File: config.mk
export PLATFORM = sky130hd
export DESIGN_NAME = alu_share_arbiter
export DESIGN_NICKNAME = d
export VERILOG_FILES = /design/src/rtl/alu_share_arbiter.sv
export SDC_FILE = /design/constraint.sdc
export NUM_CORES = 1
export LEC_CHECK = 0
export CAP_MARGIN = 10
export CORE_UTILIZATION = 45
export CTS_BUF_LIST = sky130_fd_sc_hd__clkbuf_4
export CTS_CLUSTER_SIZE = 14
export DETAILED_ROUTE_END_ITERATION = 6
export DONT_BUFFER_PORTS = 1
export PLACE_DENSITY = 0.63
export SYNTH_ARGS = -nofsm -noshare
export SYNTH_HDL_FRONTEND = slang
export SYNTH_SLANG_ARGS = --single-unit
File: constraint.sdc
create_clock -name clk -period 7.4 [get_ports clk]
set_clock_uncertainty 0.15 [all_clocks]
set_input_delay 1.48 -clock clk [delete_from_list [all_inputs] [get_ports clk]]
set_output_delay 1.48 -clock clk [all_outputs]
set_load 0.05 [all_outputs]
File: src/rtl/alu_share_arbiter.sv
// Shared ALU front-end: two valid/ready requesters, a round-robin grant, and one
// registered response slot tagged with the owning requester id.

// Combinational ALU shared by both requesters.
module alu #(
  parameter int DATA_WIDTH    = 32,
  parameter int OPCODE_LENGTH = 4
) (
  input  logic [DATA_WIDTH-1:0]    SrcA,
  input  logic [DATA_WIDTH-1:0]    SrcB,
  input  logic [OPCODE_LENGTH-1:0] Operation,
  output logic [DATA_WIDTH-1:0]    ALUResult
);

  localparam int SHW = $clog2(DATA_WIDTH);

  localparam logic [OPCODE_LENGTH-1:0] OP_AND = OPCODE_LENGTH'(0);
  localparam logic [OPCODE_LENGTH-1:0] OP_OR  = OPCODE_LENGTH'(1);
  localparam logic [OPCODE_LENGTH-1:0] OP_ADD = OPCODE_LENGTH'(2);
  localparam logic [OPCODE_LENGTH-1:0] OP_XOR = OPCODE_LENGTH'(3);
  localparam logic [OPCODE_LENGTH-1:0] OP_SLL = OPCODE_LENGTH'(4);
  localparam logic [OPCODE_LENGTH-1:0] OP_SRL = OPCODE_LENGTH'(5);
  localparam logic [OPCODE_LENGTH-1:0] OP_SUB = OPCODE_LENGTH'(6);
  localparam logic [OPCODE_LENGTH-1:0] OP_SRA = OPCODE_LENGTH'(7);
  localparam logic [OPCODE_LENGTH-1:0] OP_EQ  = OPCODE_LENGTH'(8);
  localparam logic [OPCODE_LENGTH-1:0] OP_GE  = OPCODE_LENGTH'(9);
  localparam logic [OPCODE_LENGTH-1:0] OP_NE  = OPCODE_LENGTH'(10);
  localparam logic [OPCODE_LENGTH-1:0] OP_SLT = OPCODE_LENGTH'(12);

  logic [SHW-1:0] shamt;
  assign shamt = SrcB[SHW-1:0];

  // Operation decode; undefined opcodes produce zero.
  always_comb begin
    ALUResult = '0;
    case (Operation)
      OP_AND:  ALUResult = SrcA & SrcB;
      OP_OR:   ALUResult = SrcA | SrcB;
      OP_ADD:  ALUResult = SrcA + SrcB;
      OP_XOR:  ALUResult = SrcA ^ SrcB;
      OP_SLL:  ALUResult = SrcA << shamt;
      OP_SRL:  ALUResult = SrcA >> shamt;
      OP_SUB:  ALUResult = SrcA - SrcB;
      OP_SRA:  ALUResult = $unsigned($signed(SrcA) >>> shamt);
      OP_EQ:   ALUResult = DATA_WIDTH'(SrcA == SrcB);
      OP_GE:   ALUResult = DATA_WIDTH'($signed(SrcA) >= $signed(SrcB));
      OP_NE:   ALUResult = DATA_WIDTH'(SrcA != SrcB);
      OP_SLT:  ALUResult = DATA_WIDTH'($signed(SrcA) < $signed(SrcB));
      default: ALUResult = '0;
    endcase
  end

endmodule

module alu_share_arbiter #(
  parameter int DATA_WIDTH    = 32,
  parameter int OPCODE_LENGTH = 4
) (
  input  logic                     clk,
  input  logic                     reset,
  input  logic                     req0_valid,
  output logic                     req0_ready,
  input  logic [DATA_WIDTH-1:0]    req0_a,
  input  logic [DATA_WIDTH-1:0]    req0_b,
  input  logic [OPCODE_LENGTH-1:0] req0_op,
  input  logic                     req1_valid,
  output logic                     req1_ready,
  input  logic [DATA_WIDTH-1:0]    req1_a,
  input  logic [DATA_WIDTH-1:0]    req1_b,
  input  logic [OPCODE_LENGTH-1:0] req1_op,
  output logic                     rsp_valid,
  input  logic                     rsp_ready,
  output logic                     rsp_id,
  output logic [DATA_WIDTH-1:0]    rsp_result
);

  typedef enum logic {EMPTY, FULL} state_t;

  state_t                  state_q, state_d;
  logic                    rsp_id_q, rsp_id_d;
  logic [DATA_WIDTH-1:0]   rsp_result_q, rsp_result_d;
  logic                    last_grant_q, last_grant_d;

  logic                     grant_valid;
  logic                     grant_id;
  logic                     can_accept;
  logic                     fire;
  logic [DATA_WIDTH-1:0]    alu_a, alu_b, alu_y;
  logic [OPCODE_LENGTH-1:0] alu_op;

  // Round-robin grant: contention goes to the requester not served last.
  always_comb begin
    grant_valid = req0_valid | req1_valid;
    grant_id    = 1'b0;
    if (req0_valid && req1_valid) grant_id = ~last_grant_q;
    else if (req1_valid)          grant_id = 1'b1;
    can_accept = (state_q == EMPTY) | rsp_ready;
    fire       = can_accept & grant_valid;
    req0_ready = fire & ~grant_id;
    req1_ready = fire & grant_id;
    alu_a      = grant_id ? req1_a  : req0_a;
    alu_b      = grant_id ? req1_b  : req0_b;
    alu_op     = grant_id ? req1_op : req0_op;
  end

  alu #(
    .DATA_WIDTH   (DATA_WIDTH),
    .OPCODE_LENGTH(OPCODE_LENGTH)
  ) u_alu (
    .SrcA     (alu_a),
    .SrcB     (alu_b),
    .Operation(alu_op),
    .ALUResult(alu_y)
  );

  // Response slot next-state: load on fire, empty on drain without refill.
  always_comb begin
    state_d      = state_q;
    rsp_id_d     = rsp_id_q;
    rsp_result_d = rsp_result_q;
    last_grant_d = last_grant_q;
    if (fire) begin
      state_d      = FULL;
      rsp_id_d     = grant_id;
      rsp_result_d = alu_y;
      last_grant_d = grant_id;
    end else if (state_q == FULL && rsp_ready) begin
      state_d = EMPTY;
    end
  end

  // State and response registers.
  always_ff @(posedge clk or posedge reset) begin
    if (reset) begin
      state_q      <= EMPTY;
      rsp_id_q     <= 1'b0;
      rsp_result_q <= '0;
      last_grant_q <= 1'b1;
    end else begin
      state_q      <= state_d;
      rsp_id_q     <= rsp_id_d;
      rsp_result_q <= rsp_result_d;
      last_grant_q <= last_grant_d;
    end
  end

  assign rsp_valid  = (state_q == FULL);
  assign rsp_id     = rsp_id_q;
  assign rsp_result = rsp_result_q;

endmodule

==> impl_metrics.csv <==
group,metric,value,unit
run_status,status,"complete, no violations",
clock_network,post_cts_buffers,0,
yosys,synth_top_flop_cell,"dfrtp_1",
placed_design,place_congestion,1.07,
detailed_routing,vias,15061,
sta,slew_violations,0,
yosys,synthTopCellsByArea,"mux2i_1 (18%), ha_1 (9.2%), nand2_1 (8.8%)",
yosys,synth_fa_ha_area_frac,0.0960,
setup_path,slowest_stage,"mux2i_1",
detailed_routing,drc,0,
yosys,synth_xor_area_frac,0.0163,
clock_network,cts_sinks,35,
flow_run,maxCapViolations,0,
detailed_routing,drtIter0Drc,2127,
clock_network,cts_hold_buf,0,
clock_network,clkTransAtPathRegs,0.16,ns
grt,grt_max_degree,67,
yosys,syn-num-nets,2116,
floorplanning,dieArea,29300,um2
yosys,yosysMostFrequentCell,"nand2_1",
finish,antenna_cells,0,
floorplanning,rows,61,
min_path,hold_end,"last_grant_q",
finish,drive_above_1_share,0.0644,
detailed_routing,routed_wl,63.4,mm
placed_design,place.detailed.hpwl,48.9,mm
setup_path,end_kind,"flop",
sta,min_period,5.79,ns
yosys,synth_compound_area_frac,0.281,
yosys,yosys.area_share.simple,0.230,
yosys,netlist_area,12900,um2
grt,grt_first_pass_wirelength,92.8,mm
setup_path,cp-start-kind,"primary input",
yosys,synthArstFlopShare,1.00,
grt,grt_overflow_total,0,
min_path,hp-start,"last_grant_q",
finish,seqCellArea,877,um2
setup_path,cp_top_family,"compound AO/OA/AOI/OAI gates",
setup_path,r2r_slack,2.18,ns
floorplanning,core,28000,um2
clock_network,htree_num_levels,2,
power,p_leak,5.91,nW
power,ir_drop,0.0000756,V
sta,fmaxAchievable,173,MHz
setup_path,cpPeakStageDelay,0.63,ns
detailed_routing,wire_per_inst,29.5,um
finish,post-route-util,0.468,
yosys,syn_area_per_cell,6.87,um2
setup_path,rr_endpoint,"rsp_result[29]",
sta,rsz0062_at_grt,"no",
min_path,hold_depth,1,
setup_path,path_cells,"a21boi_4, buf_12, mux2i_1, inv_1, ha_1, or3_1, nand3b_1, nor3_1, a31oi_1, o21ai_1, a31oi_1, a221o_1, o21ai_0, a31oi_1",
floorplanning,dieWidth,171,um
floorplanning,die_height,171,um
clock_network,tritoncts,"built",
yosys,yosys_register_bits,35,
finish,nets,2008,
yosys,muxShareOfSynthArea,0.226,
sta,worstMarginPinSlew,1.18,ns
clock_network,cts_resized,0,
sta,max_slew_margin,0.215,
detailed_routing,dr.pass1.iters,6,
finish,instances_no_fill,2149,
placed_design,dp_cells,2141,
yosys,synth_seq_area_share,0.0680,
yosys,synth_top_area_frac,0.183,
setup_path,r2r_start,"last_grant_q",
setup_path,path_class,"primary input to flop",
setup_path,crit_buf_inv,2,
setup_path,required,7.54,ns
sta,setup_violations,0,
power,powerDensity,157,nW/um2
finish,fillers,3004,
clock_network,clk_latency,0.39,ns
clock_network,clk_path_buf_depth,2,
floorplanning,initial_core_util,0.460,
min_path,min_path_type,"flop to flop",
grt,track_usage,0.427,
sta,final-hold-violation-count,0,
detailed_routing,drtAntennaViolNets,0,
finish,syn_to_final_growth,1.52,%
sta,fin_crit_sh,0.783,
setup_path,rr_worst_depth,13,
yosys,ys_top_cells_by_count,"nand2_1 (301), mux2i_1 (236), a21oi_1 (144)",
detailed_routing,vias_per_cell,7.01,
clock_network,cts-buffers-inserted,5,
yosys,yosysTopAreaCell,"mux2i_1",
yosys,synthCells,1878,
yosys,synth_top_family_by_area,"compound AO/OA/AOI/OAI gates",
grt,grt_pass1_vias,13969,
yosys,yosys_warnings,0,
yosys,synth-edff-count,0,
grt,antenna_found_initial,0,
setup_path,timing.critical_path.mode_cell,"a31oi_1",
floorplanning,io_pins,177,
setup_path,crit_fanout,65,
setup_path,arrival,5.93,ns
placed_design,portBuffers,0,
sta,tns,0,ns
clock_network,root_buffer,"clkbuf_4",
finish,multiInputGateArea,11000,um2
yosys,yosysUniqueCellTypes,87,
report_power, final:
part | internal, mW | switching, mW | leakage, nW
clock | 0.0446 | 0.0960 | 0.0361
sequential | 0.225 | 0.165 | 0.458
combinational | 0.515 | 1.01 | 5.42
total | 0.785 | 1.27 | 5.91
area by class of cell:
| type | instances | share of cell area |
|---|---|---|
| clock buffer | 7 | 0.00401 |
| clock inverter | 1 | 0.000382 |
| inverter | 100 | 0.0289 |
| multi-input combinational | 1593 | 0.842 |
| sequential | 35 | 0.0670 |
| tap | 378 | 0.0361 |
| timing repair buffer | 35 | 0.0220 |
layout by cell type (no fill, tap or decap), types with 10 or more instances in the layout:
| cell | synthesis | final |
|---|---|---|
| a2111oi_0 | 10 | 10 |
| a211oi_1 | 33 | 33 |
| a21o_1 | 15 | 15 |
| a21oi_1 | 144 | 144 |
| a221o_1 | 10 | 10 |
| a221oi_1 | 22 | 22 |
| a22oi_1 | 19 | 19 |
| a31oi_1 | 32 | 32 |
| and3_1 | 11 | 11 |
| buf_4 | 8 | 33 |
| dfrtp_1 | 34 | 34 |
| ha_1 | 95 | 95 |
| inv_1 | 98 | 97 |
| mux2_2 | 29 | 29 |
| mux2i_1 | 236 | 233 |
| nand2_1 | 301 | 301 |
| nand2b_1 | 13 | 13 |
| nand3_1 | 52 | 52 |
| nand4_1 | 15 | 15 |
| nor2_1 | 131 | 130 |
| nor2b_1 | 23 | 23 |
| nor3_1 | 30 | 30 |
| nor4_1 | 15 | 15 |
| o211ai_1 | 27 | 27 |
| o21a_1 | 12 | 12 |
| o21ai_0 | 95 | 95 |
| o221ai_1 | 10 | 10 |
| o22ai_1 | 12 | 12 |
| o31ai_1 | 10 | 10 |
| or3_1 | 14 | 14 |
| xnor2_1 | 20 | 20 |
kinds of logic (layout without fill, tap and decap cells):
logic type,Yosys count,in the layout
DFF,35,35
buffers and inverters,250,143
and+or+nand+nor,652,652
muxes,277,277
AOI/OAI and AO/OA,542,542
xor gates and xnor gates,24,24
adders and majority gates,98,98
through the flow:
stage	total power, mW	worst slack, ns	instance area (um2)	hold WS [ns]
global route	2.17	1.45	13100	0.421
finish	2.06	1.61	13100	0.407
detailed placement	1.87	1.23	13000	0.393
CTS	2.01	1.67	13100	0.412
floorplan	1.44	1.49	12900	0.358
global placement	1.87	1.12	13000	0.386
flip-flops by register name (all words and copies together) (netlist names):
| signal | flops |
|---|---|
| rsp_result | 32 |
| rsp_id | 1 |
| rsp_valid | 1 |
| last_grant_q | 1 |
worst max-delay path by stage:
stage               depth (start not counted)  startpoint        endpoint
finish                                     14  req1_valid  rsp_result[26]
global route                               14  req1_valid  rsp_result[26]
CTS                                        14  req1_valid  rsp_result[26]
detailed placement                         14  req1_valid  rsp_result[26]
global placement                           14  req1_valid  rsp_result[26]
floorplan                                  21  req1_valid  rsp_result[28]
layer usage:
metal | vias up | global-route usage | part of all wire
met3 | 169 | 0.0775 | 0.098
li1 | 6675 | - | -
met4 | 0 | 0.237 | 0.064
met1 | 7229 | 0.560 | 0.41
met2 | 988 | 0.657 | 0.43
met5 | - | 0 | 0
Power figures use the tool's default switching activity.
